[src/rtl/gray_step_monitor.sv]
// Tracks a Gray-coded position counter: decodes, classifies each step, counts revolutions, latches faults.
// Optional GRAY_STEP_MON_ERRCNT_EN adds a saturating illegal-transition counter (err_count).
module gray_step_monitor #(
    parameter int WIDTH = 4,
    parameter int REV_W = 8
) (
    input  logic             clk,
    input  logic             reset,
    input  logic             en,
    input  logic             clear,
    input  logic [WIDTH-1:0] gray_in,
    output logic [WIDTH-1:0] bin_out,
    output logic             step_fwd,
    output logic             step_rev,
    output logic             wrap,
    output logic [REV_W-1:0] rev_count,
    output logic             fault,
`ifdef GRAY_STEP_MON_ERRCNT_EN
    output logic [3:0]       err_count,
`endif
    output logic [1:0]       state
);

    typedef enum logic [1:0] {
        ST_INIT  = 2'd0,
        ST_TRACK = 2'd1,
        ST_FAULT = 2'd2
    } state_t;

    localparam logic [WIDTH-1:0] BIN_MAX = {WIDTH{1'b1}};
    localparam logic [WIDTH-1:0] BIN_ONE = WIDTH'(1);

    state_t           state_q, state_d;
    logic [WIDTH-1:0] bin_q, bin_d;
    logic [REV_W-1:0] rev_count_q, rev_count_d;
    logic             fault_q, fault_d;
    logic             step_fwd_q, step_fwd_d;
    logic             step_rev_q, step_rev_d;
    logic             wrap_q, wrap_d;
    logic [3:0]       err_count_q, err_count_d;

    logic [WIDTH-1:0] bin_new;
    logic [WIDTH-1:0] delta;
    logic             illegal;

    // Gray-to-binary: each binary bit is the XOR of all Gray bits at or above it.
    always_comb begin
        bin_new = '0;
        for (int i = 0; i < WIDTH; i++) begin
            bin_new[i] = ^(gray_in >> i);
        end
    end

    // bin_q doubles as the previous sample: it always holds the last decoded code.
    assign delta   = bin_new - bin_q;
    assign illegal = (delta != '0) && (delta != BIN_ONE) && (delta != BIN_MAX);

    always_comb begin
        state_d     = state_q;
        bin_d       = bin_q;
        rev_count_d = rev_count_q;
        fault_d     = fault_q;
        step_fwd_d  = 1'b0;
        step_rev_d  = 1'b0;
        wrap_d      = 1'b0;
        err_count_d = err_count_q;

        if (clear) begin
            state_d     = ST_INIT;
            rev_count_d = '0;
            fault_d     = 1'b0;
            err_count_d = '0;
        end else begin
            case (state_q)
                ST_INIT: begin
                    if (en) begin
                        bin_d   = bin_new;
                        state_d = ST_TRACK;
                    end
                end
                ST_TRACK: begin
                    if (en) begin
                        bin_d = bin_new;
                        if (delta == BIN_ONE) begin
                            step_fwd_d = 1'b1;
                            if (bin_q == BIN_MAX) begin
                                wrap_d      = 1'b1;
                                rev_count_d = rev_count_q + REV_W'(1);
                            end
                        end else if (delta == BIN_MAX) begin
                            step_rev_d = 1'b1;
                            if (bin_q == '0) begin
                                wrap_d      = 1'b1;
                                rev_count_d = rev_count_q - REV_W'(1);
                            end
                        end else if (illegal) begin
                            fault_d = 1'b1;
                            state_d = ST_FAULT;
                            if (err_count_q != 4'hF) err_count_d = err_count_q + 4'd1;
                        end
                    end
                end
                ST_FAULT: begin
                    if (en) begin
                        bin_d = bin_new;
                        if (illegal && (err_count_q != 4'hF)) err_count_d = err_count_q + 4'd1;
                    end
                end
                default: state_d = ST_INIT;
            endcase
        end
    end

    always_ff @(posedge clk or negedge reset) begin
        if (!reset) begin
            state_q     <= ST_INIT;
            bin_q       <= '0;
            rev_count_q <= '0;
            fault_q     <= 1'b0;
            step_fwd_q  <= 1'b0;
            step_rev_q  <= 1'b0;
            wrap_q      <= 1'b0;
        end else begin
            state_q     <= state_d;
            bin_q       <= bin_d;
            rev_count_q <= rev_count_d;
            fault_q     <= fault_d;
            step_fwd_q  <= step_fwd_d;
            step_rev_q  <= step_rev_d;
            wrap_q      <= wrap_d;
        end
    end

`ifdef GRAY_STEP_MON_ERRCNT_EN
    always_ff @(posedge clk or negedge reset) begin
        if (!reset) err_count_q <= '0;
        else        err_count_q <= err_count_d;
    end
    assign err_count = err_count_q;
`else
    assign err_count_q = '0;
`endif

    assign bin_out   = bin_q;
    assign step_fwd  = step_fwd_q;
    assign step_rev  = step_rev_q;
    assign wrap      = wrap_q;
    assign rev_count = rev_count_q;
    assign fault     = fault_q;
    assign state     = state_q;

endmodule

[config.mk]
export PLATFORM = sky130hd
export DESIGN_NAME = gray_step_monitor
export DESIGN_NICKNAME = d
export VERILOG_FILES = /design/src/rtl/gray_step_monitor.sv
export SDC_FILE = /design/constraint.sdc
export NUM_CORES = 1
export LEC_CHECK = 0
export ABC_CLOCK_PERIOD_IN_PS = 6900
export CAP_MARGIN = 20
export CORE_MARGIN = 1.5
export CORE_UTILIZATION = 30
export DETAILED_ROUTE_END_ITERATION = 12
export HOLD_SLACK_MARGIN = 0.03
export PLACE_DENSITY = 0.64
export SKIP_CTS_REPAIR_TIMING = 1
export SLEW_MARGIN = 20
export SYNTH_ARGS = -nofsm -noshare
export SYNTH_HDL_FRONTEND = slang
export SYNTH_SLANG_ARGS = --single-unit
export TNS_END_PERCENT = 100
[constraint.sdc]
create_clock -name clk -period 6.9 [get_ports clk]
set_input_delay 1.38 -clock clk [delete_from_list [all_inputs] [get_ports clk]]
set_output_delay 1.38 -clock clk [all_outputs]
set_load 0.05 [all_outputs]
Word level (Yosys, flattened, before mapping)
Cells that the tools add are included.
Operators by class
  $add $sub $neg: 3
  equality and inequality tests: 16
  muxes and demuxes: 36
  bitwise logic cells: 1
  reductions and logical operators: 19
Operators by type and width (number)
  $mux W8: 7
  $mux W1: 22
  $reduce_xor A4 Y1: 4
  $ne A3 B3 Y1 const B: 5
  $mux W2: 6
  $reduce_and A5 Y1: 2
  $add A8 B1 Y8 const B: 1
  $eq A4 B4 Y1 const B: 2
  $sub A8 B1 Y8 const B: 1
  $ne A2 B2 Y1 const B: 3
  $pmux W2 S3: 1
  $reduce_and A6 Y1: 1
  $reduce_bool A2 Y1: 3
  $reduce_bool A3 Y1: 2
  $eq A4 B1 Y1 const B: 1
  $logic_not A4 Y1: 1
  $ne A4 B1 Y1 const B: 1
  $ne A4 B4 Y1 const B: 1
  $reduce_bool A4 Y1: 1
  $sub A4 B4 Y4: 1
  $ne A3 B2 Y1 const B: 1
  $reduce_and A3 Y1: 1
  $reduce_or A3 Y1: 1
  $eq A2 B1 Y1 const B: 1
  other kinds (4): 5
Word-level totals
  register bits after elaboration: 18
  input bits: 8
  output and inout port bits: 18
  logic and storage cells: 82

Depth between registers and ports, before layout
  word-level depth: 11
  gate-level depth with buffers: 16
  depth with buffers taken out: 16

Least setup slack after synthesis
Ideal clock, no wire load.
  kind: input to register
  start point: in gray_in[3]
  end point: reg rev_count_q[7] (netlist: rev_count[7])
  arrival: 4.609 ns
  data required time: 6.772 ns
  slack: 2.163 ns
  cell stages on the path: 15
  buffers on the path: 0
  cells stage by stage: xor2_1 -> xor2_1 -> xnor2_1 -> ha_1 -> fa_1 -> xor2_1 -> nand2_1 -> nor2_1 -> nand2_1 -> ha_1 -> and2_1 -> a311oi_4 -> o21ai_2 -> mux2i_1 -> mux2_1
On the way
  longest elaborated chain between the ends: 7
  elaborated cells on any way between the ends: 15
  classes of those cells: add/sub: 1; eq/ne: 3; mux: 4; reduce/logical: 7
Ends and longest elaborated chain
  start: declaration: RTL line 11  | input logic [WIDTH-1:0] gray_in,
  $reduce_xor A4 Y1 (*): RTL line 50  | bin_new[i] = ^(gray_in >> i);
  via bin_new[1]: RTL line 42  | logic [WIDTH-1:0] bin_new;
  $sub A4 B4 Y4 (*): RTL line 55  | assign delta = bin_new - bin_q;
  $eq A4 B1 Y1: RTL line 84  | if (delta == BIN_ONE) begin
  $mux W8: RTL line 84
  $mux W8: RTL line 82  | if (en) begin
  $mux W8: RTL line 74  | case (state_q)
  $mux W8: RTL line 68  | if (clear) begin
  end signal: assignment: RTL line 126  | rev_count_q <= rev_count_d;
  end: declaration: RTL line 35  | logic [REV_W-1:0] rev_count_q, rev_count_d;
Mark *: on every way through the listed nets, which the timed path passes. The rest lies on a longest branch. The select of a mux whose other input is x is not followed.
A chain may end at the register's enable or synchronous reset.

Worst setup path after layout
Ends and elaborated chain as after synthesis.

==> metrics.txt <==
status finished clean; Synth cell types 33; Via-to-Cell Ratio between 4 and 5; Worst Path Required 7.04 ns; area taken by multi-input logic gates roughly 700 µm²; Vias 939; most frequent cell on the critical path xor2_1; internal cell power 0.000244 W; Hold Vio Cnt, Final 0; die width about 65 µm; Worst Path Arrival approximately 5.5 ns; Detail Route Antenna Nets 0; maximum vdd drop between 0.1 and 0.15 mV; Placer Congestion a little under 0.8; switching power 0.000166 W; Post-synth EDFFs 0; post-layout util 0.411; Iter 0 DRT Violations 34; period utilisation layout 0.782; worst path bufs/invs 1; most common flop cell mapped by yosys dfrtp_1; layout cells sized above 1 0.0839; post-route cell area approximately 1500 µm²; cells along the critical path clkdlybuf4s50_1, xor2_1, xor2_1, xnor2_1, ha_1, fa_1, xor2_1, nand2_1, nor2_1, nand2_1, ha_1, and2_1, a311oi_4, o21ai_2, mux2i_1, mux2_1; diode count 0; Final Setup Violations 0; Setup Skew roughly 0.0019 ns; Leak between 0.6 and 0.7 nW; synthesized area 1170 µm²; sw frac 0.405; Initial Util 0.315; relative slew slack 0.447; fin crit period 5.40 ns; Pwr per Cell Area approximately 270 nW/µm²; CTS max path bufs 2; Total Nets Final around 160; CTS root buf clkbuf_8; Seq/Total Area, Yosys 0.385; most common library cells after synthesis 18 x dfrtp_1, 10 x nor2_1, 9 x ha_1, 8 x a21oi_1; CP max stage cell clkdlybuf4s50_1; Synthesized Nets 134; Synth Register Bits 18; crit path launch type input port; # DRC 0; max_cap viols 0; Post-DP HPWL 1.86 mm; clock transition at the registers of the reported paths roughly 0.070 ns; sequential power share 0.306; CP Capture Type flop; slowest stage delay, CP 0.53 ns; Filler cells between 300 and 400; Area contributors post-synth dfrtp_1 38%, ha_1 9.6%, xor2_1 5.2%; cell count of the worst reg-to-reg path 12; transition time of the tightest slew-check pin 0.827 ns; clock latency on the worst-skew pair roughly 0.25 ns; vias in the first global route roughly 950; Sinks on Clock Net 18; Final TNS setup 0 ns; initial antenna violation count 0; Synth area leader dfrtp_1; f_max between 150 and 200 MHz; Ports 26; Synth top area share 0.385; crit path max fanout 8; Global Route Usage Sum 0.126; global-route wire length before repair about 4.2 mm; WP depth 16; area of placed instances ~1500 µm²; min setup slack post-route approximately 1.5 ns; FFs w/ async S/R, synth 1.00; Final Max Slew Viols 0; Setup Crit Path Kind in -> reg; Mapped Cells around 120; top-count cell post-synth dfrtp_1; Combinational Power Share 0.480; GRT overflow 0; FF/Latch Area 450 µm²; Setup WS pre-CTS between 1 and 1.5 ns; Hold Crit Depth 2; TritonRoute pass-1 iters 4; CTS buffer count 3; Buffers on Ports 25; Core Rows 22; Clock Power Share 0.213; CTS HTree Levels 1; DR WL/cell roughly 13 µm; syn_area_per_cell a little over 10 µm²; Hold Crit Class reg -> reg; DRT Wirelength ~2.4 mm; CP delay by family, top XOR/XNOR gates; Yosys Warn Count 0; RSZ-0062 raised after global routing false; die area ~4300 µm²; Die Span Y ~65 µm; core area 3720 µm²; CTS tree done; largest net degree at the start of global routing 19; Area Growth Syn to Fin 30.6%
routing by layer:
metal | routed length, µm | track usage
met1 | 1170 | 0.164
met4 | 12 | 0.0234
met2 | 1100 | 0.207
met3 | 118 | 0.0394
met5 | 0 | 0
area by class of cell:
cell class,instances,area share
clock buffer,4,0.0360
inverter,5,0.0123
multi-input combinational,91,0.454
sequential,18,0.295
tap,48,0.0393
timing repair buffer,25,0.164
stage by stage:
step | instances | total power, W | hold WS (ns)
global placement | 187 | 0.000321 | 0.489
global route | 191 | 0.000441 | 0.568
detailed placement | 187 | 0.000326 | 0.501
floorplan | 116 | 0.000277 | 0.772
CTS | 191 | 0.000416 | 0.519
finish | 191 | 0.000410 | 0.527
cell families (layout without fill, tap and decap cells):
kind of cell             Yosys count  count (layout)  synth area share
flip-flops                        18              18             0.385
adder cells (fa/ha/maj)           10              10             0.113
AO/OA/AOI/OAI                     28              28             0.181
XOR/XNOR                          10              10            0.0748
AND/OR/NAND/NOR                   37              37             0.168
buffers and inverters              7              34            0.0224
multiplexers                       6               6            0.0566
layout by cell type, fill, tap and decap left out, types with 2 or more instances in the layout:
cell type	synthesis	final
ha_1	9	9
a22o_1	5	5
o21ai_0	2	2
a21oi_1	8	8
inv_1	5	5
nor2b_1	3	3
xnor2_1	3	3
and2_1	2	2
nand4_1	3	3
nand2_1	7	7
nand3b_1	2	2
xor2_1	7	7
dfrtp_1	18	18
nor3_1	2	2
nor2_1	10	10
clkbuf_8	0	4
o31ai_1	2	2
o21bai_1	3	3
clkdlybuf4s50_1	0	25
mux2_2	4	4
a21o_1	2	2
or3_1	2	2
nand3_1	3	3
a211oi_1	2	2
registers in the layout, summed over array words and instances (netlist names):
name       flops
state          2
rev_count      8
bin_out        4
fault          1
step_fwd       1
step_rev       1
wrap           1
power groups by stage:
stage,Sequential [W],Clock [W],Combinational [W]
after global routing,0.000128,0.0000955,0.000218
final,0.000126,0.0000875,0.000197
after detailed placement,0.000127,0,0.000198
after global placement,0.000127,0,0.000194
after floorplan,0.000157,0,0.000120
after CTS,0.000126,0.0000915,0.000199
path summary, 6_finish.rpt:
check,start,to,slack [ns]
setup / recovery,gray_in[3],rev_count[7],1.50
hold / removal,fault,fault,0.53
setup reg to reg,bin_out[2],rev_count[7],3.49
hold reg to reg,fault,fault,0.53
max in group asynchronous,reset,fault,4.79
min in group asynchronous,reset,rev_count[7],1.60
tightest hold or removal path, cell delays in order (launching register included):
cell and delay (ns):
dfrtp_1 0.36, a21oi_1 0.05, nor2_1 0.07
Power figures use the tool's default switching activity.
